### src/rtl/dl_proc_token_monitor.sv
// Per-process deadlock monitor: filters the raw stall into a stable "blocked" flag,
// reports it during detection, and forwards the cycle-trace token to the blocking peer.
module dl_proc_token_monitor #(
  parameter int unsigned                PROC_NUM      = 4,
  parameter int unsigned                PROC_ID       = 0,
  parameter int unsigned                CHAN_NUM      = 2,
  parameter logic [CHAN_NUM*8-1:0]      CHAN_PEER_MAP = '0,
  parameter int unsigned                BLK_THRESH    = 16
) (
  input  logic                dl_clock,
  input  logic                dl_reset,
  input  logic                proc_idle,
  input  logic [CHAN_NUM-1:0] chan_blk,
  input  logic                dl_detect_in,
  input  logic [PROC_NUM-1:0] origin,
  input  logic                token_in,
  input  logic                token_clear,
  output logic                dl_out,
  output logic [PROC_NUM-1:0] token_out,
  output logic [7:0]          chan_sel,
  output logic                blocked,
  output logic [1:0]          dbg_state
);

  typedef enum logic [1:0] {
    ST_IDLE  = 2'd0,
    ST_HOLD  = 2'd1,
    ST_WAIT  = 2'd2,
    ST_CLOSE = 2'd3
  } state_e;

  localparam logic [15:0] THRESH = 16'(BLK_THRESH);
  localparam logic [7:0]  SELF   = 8'(PROC_ID);

  // Lowest-numbered stalled channel; 0 when nothing is stalled.
  function automatic logic [7:0] lowest_blk(input logic [CHAN_NUM-1:0] v);
    lowest_blk = '0;
    for (int c = int'(CHAN_NUM) - 1; c >= 0; c--) begin
      if (v[c]) lowest_blk = 8'(c);
    end
  endfunction

  function automatic logic [7:0] peer_of(input logic [7:0] sel);
    peer_of = '0;
    for (int c = 0; c < int'(CHAN_NUM); c++) begin
      if (sel == 8'(c)) peer_of = CHAN_PEER_MAP[c*8 +: 8];
    end
  endfunction

  // ---------------------------------------------------------------------------
  // Blocked filter
  // ---------------------------------------------------------------------------
  logic        raw_blk;
  logic [15:0] blk_cnt_q, blk_cnt_d;
  logic        blocked_q, blocked_d;

  assign raw_blk = ~proc_idle & (|chan_blk);

  always_comb begin
    blk_cnt_d = '0;
    if (raw_blk) begin
      blk_cnt_d = (blk_cnt_q == THRESH) ? blk_cnt_q : blk_cnt_q + 16'd1;
    end
  end

  // Qualifying with raw_blk makes the flag drop on the first edge after the stall ends.
  assign blocked_d = raw_blk & (blk_cnt_q == THRESH);

  always_ff @(posedge dl_clock or negedge dl_reset) begin
    if (!dl_reset) begin
      blk_cnt_q <= '0;
      blocked_q <= 1'b0;
    end else begin
      blk_cnt_q <= blk_cnt_d;
      blocked_q <= blocked_d;
    end
  end

  // ---------------------------------------------------------------------------
  // Token trace FSM
  // Token protocol: origin and token_in are single-cycle pulses that are taken
  // only in IDLE while detection is active and the process is stably blocked;
  // a pulse that is not taken is lost (the report unit stalls). token_out is a
  // single-cycle one-hot pulse emitted in HOLD with no acknowledge; token_clear
  // from the report unit closes any trace in progress.
  // ---------------------------------------------------------------------------
  state_e                state_q, state_d;
  logic                  is_origin_q, is_origin_d;
  logic [7:0]            chan_sel_q, chan_sel_d;
  logic                  dl_out_q, dl_out_d;
  logic [PROC_NUM-1:0]   token_out_q, token_out_d;
  logic                  own_origin;
  logic                  start_trace;
  logic                  abort_trace;
  logic [7:0]            peer_d;

  assign own_origin  = origin[PROC_ID];
  assign start_trace = dl_detect_in & blocked_q & (own_origin | token_in);
  assign abort_trace = ~dl_detect_in | token_clear;

  always_ff @(posedge dl_clock or negedge dl_reset) begin
    if (!dl_reset) begin
      state_q     <= ST_IDLE;
      is_origin_q <= 1'b0;
      chan_sel_q  <= '0;
      dl_out_q    <= 1'b0;
      token_out_q <= '0;
    end else begin
      state_q     <= state_d;
      is_origin_q <= is_origin_d;
      chan_sel_q  <= chan_sel_d;
      dl_out_q    <= dl_out_d;
      token_out_q <= token_out_d;
    end
  end

  always_comb begin
    state_d     = state_q;
    chan_sel_d  = chan_sel_q;
    is_origin_d = is_origin_q;

    if (state_q == ST_IDLE) begin
      is_origin_d = own_origin;
    end else if (token_clear) begin
      is_origin_d = 1'b0;
    end

    case (state_q)
      ST_IDLE: begin
        if (start_trace) begin
          state_d    = ST_HOLD;
          chan_sel_d = lowest_blk(chan_blk);
        end
      end
      ST_HOLD: begin
        if (abort_trace) begin
          state_d = ST_IDLE;
        end else if (peer_of(chan_sel_q) == SELF) begin
          state_d = ST_CLOSE;
        end else begin
          state_d = ST_WAIT;
        end
      end
      ST_WAIT: begin
        if (abort_trace) begin
          state_d = ST_IDLE;
        end else if (token_in & is_origin_q) begin
          state_d = ST_CLOSE;
        end
      end
      ST_CLOSE: begin
        state_d = ST_IDLE;
      end
      default: begin
        state_d = ST_IDLE;
      end
    endcase
  end

  // Outputs are decoded from the next state and registered, so they line up with state_q.
  always_comb begin
    dl_out_d    = 1'b0;
    token_out_d = '0;
    peer_d      = peer_of(chan_sel_d);
    case (state_d)
      ST_IDLE: begin
        dl_out_d = blocked_d & ~dl_detect_in;
      end
      ST_HOLD: begin
        dl_out_d = ~is_origin_d;
        for (int p = 0; p < int'(PROC_NUM); p++) begin
          token_out_d[p] = (peer_d == 8'(p)) && (peer_d != SELF);
        end
      end
      ST_CLOSE: begin
        dl_out_d = 1'b1;
      end
      default: begin
        dl_out_d = 1'b0;
      end
    endcase
  end

  assign dl_out    = dl_out_q;
  assign token_out = token_out_q;
  assign chan_sel  = chan_sel_q;
  assign blocked   = blocked_q;
  assign dbg_state = state_q;

  // ---------------------------------------------------------------------------
  // Invariants
  // ---------------------------------------------------------------------------
  a_tok_onehot: assert property (@(posedge dl_clock) disable iff (!dl_reset)
    $onehot0(token_out));

  a_tok_only_hold: assert property (@(posedge dl_clock) disable iff (!dl_reset)
    (token_out != '0) |-> (state_q == ST_HOLD));

  a_hold_single: assert property (@(posedge dl_clock) disable iff (!dl_reset)
    (state_q == ST_HOLD) |=> (state_q != ST_HOLD));

  a_close_single: assert property (@(posedge dl_clock) disable iff (!dl_reset)
    (state_q == ST_CLOSE) |=> (state_q == ST_IDLE));

  a_cnt_bound: assert property (@(posedge dl_clock) disable iff (!dl_reset)
    blk_cnt_q <= THRESH);

endmodule

### config.mk
export PLATFORM = sky130hd
export DESIGN_NAME = dl_proc_token_monitor
export DESIGN_NICKNAME = d
export VERILOG_FILES = /design/src/rtl/dl_proc_token_monitor.sv
export SDC_FILE = /design/constraint.sdc
export NUM_CORES = 1
export LEC_CHECK = 0
export CELL_PAD_IN_SITES_DETAIL_PLACEMENT = 0
export CELL_PAD_IN_SITES_GLOBAL_PLACEMENT = 1
export CORE_UTILIZATION = 40
export DETAILED_ROUTE_END_ITERATION = 16
export GPL_TIMING_DRIVEN = 0
export PLACE_DENSITY_LB_ADDON = 0.1
export SETUP_SLACK_MARGIN = 0.5
export SYNTH_ARGS = -nofsm -noshare
export SYNTH_HDL_FRONTEND = slang
export SYNTH_SLANG_ARGS = --single-unit
export TNS_END_PERCENT = 100
### constraint.sdc
create_clock -name dl_clock -period 2.4 [get_ports dl_clock]
set_clock_uncertainty 0.05 [all_clocks]
set_input_delay 0.6 -clock dl_clock [delete_from_list [all_inputs] [get_ports dl_clock]]
set_output_delay 0.6 -clock dl_clock [all_outputs]
set_load 0.02 [all_outputs]
==> results.md, run 1 <==
- Setup repair after global routing left no endpoint under its margin.
- The terminus of the critical flop-to-flop path is blk_cnt_q[0].
- Clock-pin slew was measured on the worst setup and hold paths at 0.12 ns.
- The worst hold-check slack is 0.483 ns.
- The worst hold path passes through 2 cells.
- The cell count along the critical path is 1.
- The number of pins exceeding their max-slew limit in the final report is 0.
- The buffer levels on the longest clock path is 2.
- The post-synthesis sequential area ratio is 45.5%.
- The portion of total power attributed to combinational logic is 12.4%.
- The flow ran to the end, but the final reports show violations.
- Entering global routing, the biggest net connects 23 pins.
- The count of cell types in the netlist is 36.
- The placed instances occupy a cell area of 1420 um2.
- Among all flip-flop cells after synthesis, the most frequent one is sky130_fd_sc_hd__dfrtp_1.
- For this run, the post-layout net count is 162.
- Along the worst path, the maximum fanout reaches 5.
- The leading area contributor after synthesis is sky130_fd_sc_hd__dfrtp_1.
- The final weighted congestion in routability-driven placement is 0.740.
- The power density over the cells is 432 nW/um2.
- The kind of cell with the highest combined delay on the critical path is flip-flops.
- The class of the tightest hold or removal check is reg -> reg.
- The number of warnings issued by yosys is 0.
- At the worst endpoint, the arrival time is 1.10 ns.
- The proportion of power drawn by flip-flops and latches is 60.9%.
- The final routed wirelength across all metal layers is 2260 um.
- The startpoint identified for the worst hold timing path is chan_sel[0].
- After detailed routing, the number of remaining DRC violations is 4.
- Counting instances in the post-synthesis netlist gives the leading cell types as sky130_fd_sc_hd__dfrtp_1, sky130_fd_sc_hd__nor2_1, sky130_fd_sc_hd__buf_4.
- The launching element type of the critical path is a flip-flop.
- The final critical-path share of the clock period is 73.0%.
- The first detailed-routing pass ran for 10 iterations.
- Net switching is 25.1% of the power.
- Compared with the post-synthesis result, the final layout area differs by 19.4%.
- The buffer type at the clock tree root is sky130_fd_sc_hd__clkbuf_4.
- The fraction of post-synthesis cell area in the top cell type by area is 45.5%.
- The site row count is 19.
- The final-layout setup total negative slack is 0 ns.
- After synthesis, the cell types taking the most area are sky130_fd_sc_hd__dfrtp_1, sky130_fd_sc_hd__buf_4, sky130_fd_sc_hd__nor2_1, sky130_fd_sc_hd__xor2_1, sky130_fd_sc_hd__xnor2_1.
- The half-perimeter wire length after placement is 1670 um.
- Setup slack on the worst reg-to-reg path comes out at 0.72 ns.
- TritonCTS created 3 clock buffers.
- In this run the mean area of a mapped cell was 10.2 um2.
- The CTS tree is built.
- The I/O pin count is 28.
- Summing every instance area after synthesis gives 1210 um2.
- In this run, the number of DRC markers left after iteration 0 of detailed routing was 22.
- The required time of the worst setup path is 1.75 ns.
- The global-route wire length before repair is 3970 um.
- Summing all flip-flop and latch instances after layout gives 551 um2.
- The peak clock frequency supported by timing is 0.571 GHz.
- In this run the remaining antenna-violating nets after routing total 0.
- The clock period minus worst slack is 1.75 ns.
- The die is 57.0 um tall.
- The average detailed-routed wire length per instance is 12.8 um.
- The number of antenna diodes in the final layout is 0.
- Across the run, the number of max-cap violations was 0.
- Fill cells in the final layout number 268.
- The via count of the first global-routing pass is 870.
- The slew at the pin closest to its max-slew limit is 1.01 ns.
- The path with the worst hold slack has its endpoint at chan_sel[0].
- After detailed routing, the number of vias per cell comes to 5.03.
- The worst-case IR drop observed on VDD is 219 uV.
- Across every metal layer, demand over resource in global routing totals 15.8%.
- The number of hold buffers added after cts is 0.
- The number of buffers and inverters on the critical path is 1.
- The number of cell instances on the worst register-to-register path is 7.
- The most frequent cell after synthesis is sky130_fd_sc_hd__dfrtp_1.
- The die width is 57.0 um.
- The post-layout instance area is 1450 um2.
- The number of enable flip-flop cells after synthesis is 0.
- In the final layout, the multi-input gates occupy 596 um2.
- The signal on the critical path passes through dlygate4sd2_1.
- The clock network latency to the later pin of the worst-skew pair is 0.30 ns.
- After synthesis the netlist holds a flip-flop and latch count of 22.
- The leakage power figure is 0.690 nW.
- The clock net sink count is 22.
- For this run, asynchronously set or reset flops after synthesis account for 100%.
- Detailed routing inserted a total of 891 vias.
- Cell internal power was estimated by the tool at 467 uW.
- Measured against its own limit, the worst slew margin works out to 32.5%.
- The proportion of layout cells with a drive suffix above 1 is 15.8%.
- The maximum single-stage delay on the critical path is 0.44 ns.
- During placement, the flow inserted port buffers numbering 13.
- The number of standard cells after synthesis is 119.
- The die covers 3250 um2.
- The checks that failed: DRC.
- The startpoint identified for the worst register-to-register timing path is blk_cnt_q[0].
- The number of antenna violations at the first check in global routing was 0.
- The master of the slowest instance on the critical path is sky130_fd_sc_hd__dfrtp_1.
- STA classifies the critical path endpoint as an output port.
- The starting utilization of the core area is 43.1%.
- For this design the total switching power over the nets is 157 uW.
- The global-route congestion overflow total is 0.
- The final-report setup violation count is 0.
- In this run the number of H-tree levels came out at 1.
- In this run the standard cell core region covers 2810 um2.
- The final number of hold-violating endpoints is 0.
- The clock network fraction of design power is 26.7%.
- The type of the setup path with the least slack is reg -> out.
==> metal layers <==
| metal | up-vias | routed length [um] | track usage, % |
|---|---|---|---|
| met5 | - | 0 | 0 |
| met4 | 0 | 23 | 3.14 |
| met3 | 4 | 76 | 4.08 |
| met2 | 11 | 1080 | 26.9 |
| met1 | 427 | 1080 | 20.6 |
| li1 | 449 | - | - |
==> worst max-delay path by stage <==
stage | start | slack (ns) | endpoint
after global routing | blk_cnt_q[0] | 0.55 | blk_cnt_q[0]
after global placement | chan_blk[1] | -0.02 | blk_cnt_q[7]
final | dbg_state[0] | 0.65 | dbg_state[0]
after CTS | chan_blk[1] | 0.56 | blk_cnt_q[10]
after detailed placement | chan_blk[0] | 0.004 | blk_cnt_q[3]
after floorplan | chan_blk[1] | 0.82 | blk_cnt_q[10]
==> cells by family (layout without fill, tap and decap cells) <==
family	count (synthesis)	after routing	share of synthesized area [%]
AND/OR/NAND/NOR	51	51	26.0
flip-flops	22	22	45.5
buffers and inverters	17	34	8.69
XOR/XNOR	13	13	9.41
AO/OA/AOI/OAI	10	10	5.17
multiplexers	3	3	2.90
adder cells (fa/ha/maj)	2	2	2.07
other	1	11	0.310
==> placed cells by master, fill, tap and decap left out, types with 2 or more instances in the layout <==
cell	instances
sky130_fd_sc_hd__nand2_1	4
sky130_fd_sc_hd__xor2_1	7
sky130_fd_sc_hd__nand2b_1	2
sky130_fd_sc_hd__inv_1	5
sky130_fd_sc_hd__nor4_1	2
sky130_fd_sc_hd__and4_1	3
sky130_fd_sc_hd__a21oi_1	3
sky130_fd_sc_hd__o21ai_0	2
sky130_fd_sc_hd__clkbuf_4	3
sky130_fd_sc_hd__dlygate4sd2_1	5
sky130_fd_sc_hd__nor3_1	2
sky130_fd_sc_hd__dfrtp_1	22
sky130_fd_sc_hd__nand4_1	4
sky130_fd_sc_hd__nand3_1	4
sky130_fd_sc_hd__xnor2_1	6
sky130_fd_sc_hd__ha_1	2
sky130_fd_sc_hd__conb_1	11
sky130_fd_sc_hd__mux2i_1	2
sky130_fd_sc_hd__clkdlybuf4s50_1	8
sky130_fd_sc_hd__buf_4	12
sky130_fd_sc_hd__nor2_1	19
==> power by group through the flow <==
stage	logic, mW	clock network, mW	registers (mW)
after floorplan	0.0481	0	0.386
after global placement	0.0760	0	0.387
after detailed placement	0.0770	0	0.387
after CTS	0.0779	0.171	0.380
after global routing	0.0873	0.183	0.381
final	0.0775	0.166	0.380
==> timing repair <==
action / 4_1_cts / 5_1_grt
pin swaps: 0 / 1
buffers inserted: 0 / 1
gates resized for setup: 6 / 2
setup endpoints to repair: 15 / 11
==> flip-flops by register name (all words and copies together), names as in the netlist <==
signal	flops
chan_sel	1
blocked	1
dl_out	1
blk_cnt_q	16
dbg_state	2
is_origin_q	1
==> area by class of cell <==
type | count | area share [%]
multi-input cells | 90 | 41.2
well taps | 31 | 2.68
clock buffers | 3 | 1.56
repair buffers | 14 | 9.09
flip-flops and latches | 22 | 38.1
plain buffers | 12 | 6.06
inverters | 5 | 1.30
==> metrics by stage <==
step           std cells  worst slack [ns]  total power, mW  util (%)
6_report             177             0.647            0.624      51.5
5_1_grt              177             0.548            0.651      51.5
4_1_cts              176             0.559            0.629      51.2
3_5_place_dp         173           0.00381            0.464      50.5
3_3_place_gp         173           -0.0211            0.463      50.5
2_1_floorplan        129             0.819            0.434         -
(Power assumes the default switching activity.)
==> run 2: changes to the inputs <==
CORE_UTILIZATION = 37   (was 40)
clock period = 1.7 ns   (was 2.4 ns; I/O delays follow)
==> run 2 against run 1 <==
  * Cell count grew 13%
  * Largest power group unchanged
  * The flow now finishes without violations
  * Total power grew 55%
  * Sequential share of layout area shrank 5.3 points
  * Clock power grew 77%
  * Register-to-register slack lost 0.55 ns
  * Sequential cell count is the same
  * Global-route usage shrank 0.99 points
==> results.md, run 2 (same netlist as run 1, synthesis figures left out) <==
- After layout, the worst path uses 90.3% of the clock period.
- The number of flip-flops in the largest register is 16 (unchanged).
- The register with the most flip-flops is blk_cnt_q.
- The final number of hold-violating endpoints came to 0 (unchanged).
- The relative slew slack is 64.0% (+32 points).
- The class of the tightest hold or removal check is in -> async.
- The largest driver fanout on the critical path is 6 (+1).
- The run finished with clean final reports.
- The leakage power figure is 0.792 nW (+15%).
- In the layout the commonest cells are sky130_fd_sc_hd__nor2_1, sky130_fd_sc_hd__buf_4, sky130_fd_sc_hd__dfrtp_1.
- The core area is 3080 um2 (+9.7%).
- The residual antenna-violating net count after detailed routing is 0 (unchanged).
- The worst-case vdd ir drop was 371 uV (+69%).
- The launching element type of the critical path is a flip-flop.
- Setup repair after global routing could not meet its margin everywhere.
- The worst hold-check slack is 0.0158 ns (-0.467 ns).
- The total routing resource utilization after global routing was 14.8% (-0.99 points).
- The endpoint arrival time on the critical path is 1.72 ns (+0.62 ns).
- The required time of the worst setup path is 1.89 ns (+0.14 ns).
- The buffer levels on the longest clock path was 2 (unchanged).
- The power density over the cells was 568 nW/um2 (+31%).
- The average via count per standard cell is 4.54 (-9.9%).
- The final routed DRC violation total was 0 (-4).
- The type of destination of the critical path is a flip-flop.
- The number of filler cells placed in the layout came to 288 (+7.5%).
- The number of antenna violations at the first check in global routing was 0 (unchanged).
- The minimum setup slack in the final design is 0.165 ns (-0.482 ns).
- The number of clock buffers inserted by TritonCTS came to 3 (unchanged).
- The final routed wirelength across all metal layers was 2360 um (+4.6%).
- The clock net sink count is 22 (unchanged).
- The cell sitting at the root of the clock tree is a sky130_fd_sc_hd__clkbuf_4.
- Subtracting the final worst setup slack from the clock period gives 1.53 ns.
- The total number of vias is 907 (+1.8%).
- The site row count came to 20 (+1).
- The number of nets in the finished design came to 171 (+5.6%).
- The final weighted congestion in routability-driven placement is 0.711 (-3.9%).
- The I/O pin count is 28 (unchanged).
- The final-report setup violation count is 0 (unchanged).
- The via count of the first global-routing pass is 863 (-0.80%).
- The number of hold buffers added after cts is 0 (unchanged).
- The clock network latency to the later pin of the worst-skew pair is 0.31 ns (about the same).
- The count of max-cap constraint violations is 0 (unchanged).
- The half-perimeter wire length after placement is 1630 um (-2.3%).
- The number of antenna cells inserted is 0 (unchanged).
- Compared with the post-synthesis result, the final layout area differs by 40.7%.
- The clock-pin slew on the worst setup and hold paths is 0.12 ns (about the same).
- The slew at the pin closest to its max-slew limit was 0.540 ns (-0.470 ns).
- The number of H-tree levels is 1 (unchanged).
- The global-route wire length before repair was 3910 um (-1.6%).
- The number of DRC markers in iteration 0 came to 18 (-18%).
- The average detailed-routed wire length per instance is 11.8 um (-7.5%).
- The number of buffer cells added on primary ports is 13 (unchanged).
- The full die area was 3500 um2 (+7.8%).
- The die width is 59.2 um (+3.8%).
- TritonCTS built the clock tree.
- The first-pass iteration count of the detailed router is 4 (-6).
- The proportion of layout cells with a drive suffix above 1 is 35.9% (+20 points).
- The global-route congestion overflow total came to 0 (unchanged).
- The starting utilization of the core area came to 39.3% (-3.8 points).
- The y dimension of the die is 59.2 um (+3.8%).
- The pin count of the biggest net entering global routing was 23 (unchanged).
- The setup path with the least slack is of type reg -> reg.
- The pre-CTS setup slack is -0.310 ns (-0.314 ns).
- The number of pins exceeding their max-slew limit in the final report is 0 (unchanged).
- For this run, the top clock speed supported by timing is 0.652 GHz.
-- run 2: per-stage QoR --
| step | total power [mW] | cells | area, um2 | setup TNS [ns] | util (%) |
|---|---|---|---|---|---|
| after floorplan | 0.614 | 129 | 1250 | 0 | - |
| after global placement | 0.655 | 186 | 1440 | -3.96 | 46.7 |
| after detailed placement | 0.655 | 186 | 1440 | -3.68 | 46.7 |
| after CTS | 0.964 | 196 | 1600 | 0 | 52.0 |
| after global routing | 1.01 | 200 | 1700 | 0 | 55.3 |
| final | 0.967 | 200 | 1700 | 0 | 55.3 |
-- run 2: per-layer routing --
metal	track usage, %	part of all wire (%)	wire, um
met1	18.6	46	1080
met2	25.4	50	1190
met3	4.15	3.6	84
met4	3.06	0.42	10
met5	0	0	0
-- run 2: worst max-delay path, stage by stage, from the launching register on --
cell and delay [ns]:
sky130_fd_sc_hd__dfrtp_1 0.45, sky130_fd_sc_hd__nor4_1 0.40, sky130_fd_sc_hd__nand4_1 0.16, sky130_fd_sc_hd__buf_6 0.17
sky130_fd_sc_hd__o31ai_4 0.22
-- run 2: path summary, 6_finish.rpt --
path                                      to  slack (ns)  depth (start not counted)         start
worst max-delay path                  dl_out        0.17                          4  blk_cnt_q[9]
worst min-delay path             chan_sel[0]        0.02                          1      dl_reset
worst max register to register        dl_out        0.17                          4  blk_cnt_q[9]
worst min register to register   chan_sel[0]        0.49                          2   chan_sel[0]
max in group asynchronous       blk_cnt_q[6]        1.19                          1      dl_reset
min in group dl_clock            chan_sel[0]        0.35                          2   chan_blk[0]
-- run 2: layout make-up --
| type | instances | area (um2) | area share [%] |
|---|---|---|---|
| Sequential cell | 22 | 558 | 32.8 |
| Inverter | 5 | 18.8 | 1.10 |
| Tap cell | 44 | 55.1 | 3.23 |
| Multi-Input combinational cell | 90 | 713 | 41.9 |
| Buffer | 12 | 96.3 | 5.66 |
| Clock buffer | 4 | 36.3 | 2.13 |
| Timing Repair Buffer | 23 | 225 | 13.2 |
-- run 2: power by group --
part	internal [mW]	switching (mW)	total, mW
clock network	0.131	0.163	0.294
logic	0.0642	0.0722	0.136
registers	0.529	0.00754	0.537
total	0.724	0.242	0.967
-- run 2: repair_timing --
| item | 4_1_cts | 5_1_grt |
|---|---|---|
| gates resized for setup | 49 | 19 |
| setup buffers | 5 | 4 |
| endpoints found under the setup margin | 46 | 48 |
| pin swaps | 1 | 1 |
| hold endpoints to repair | 0 | 0 |
| cloned | 1 | 0 |
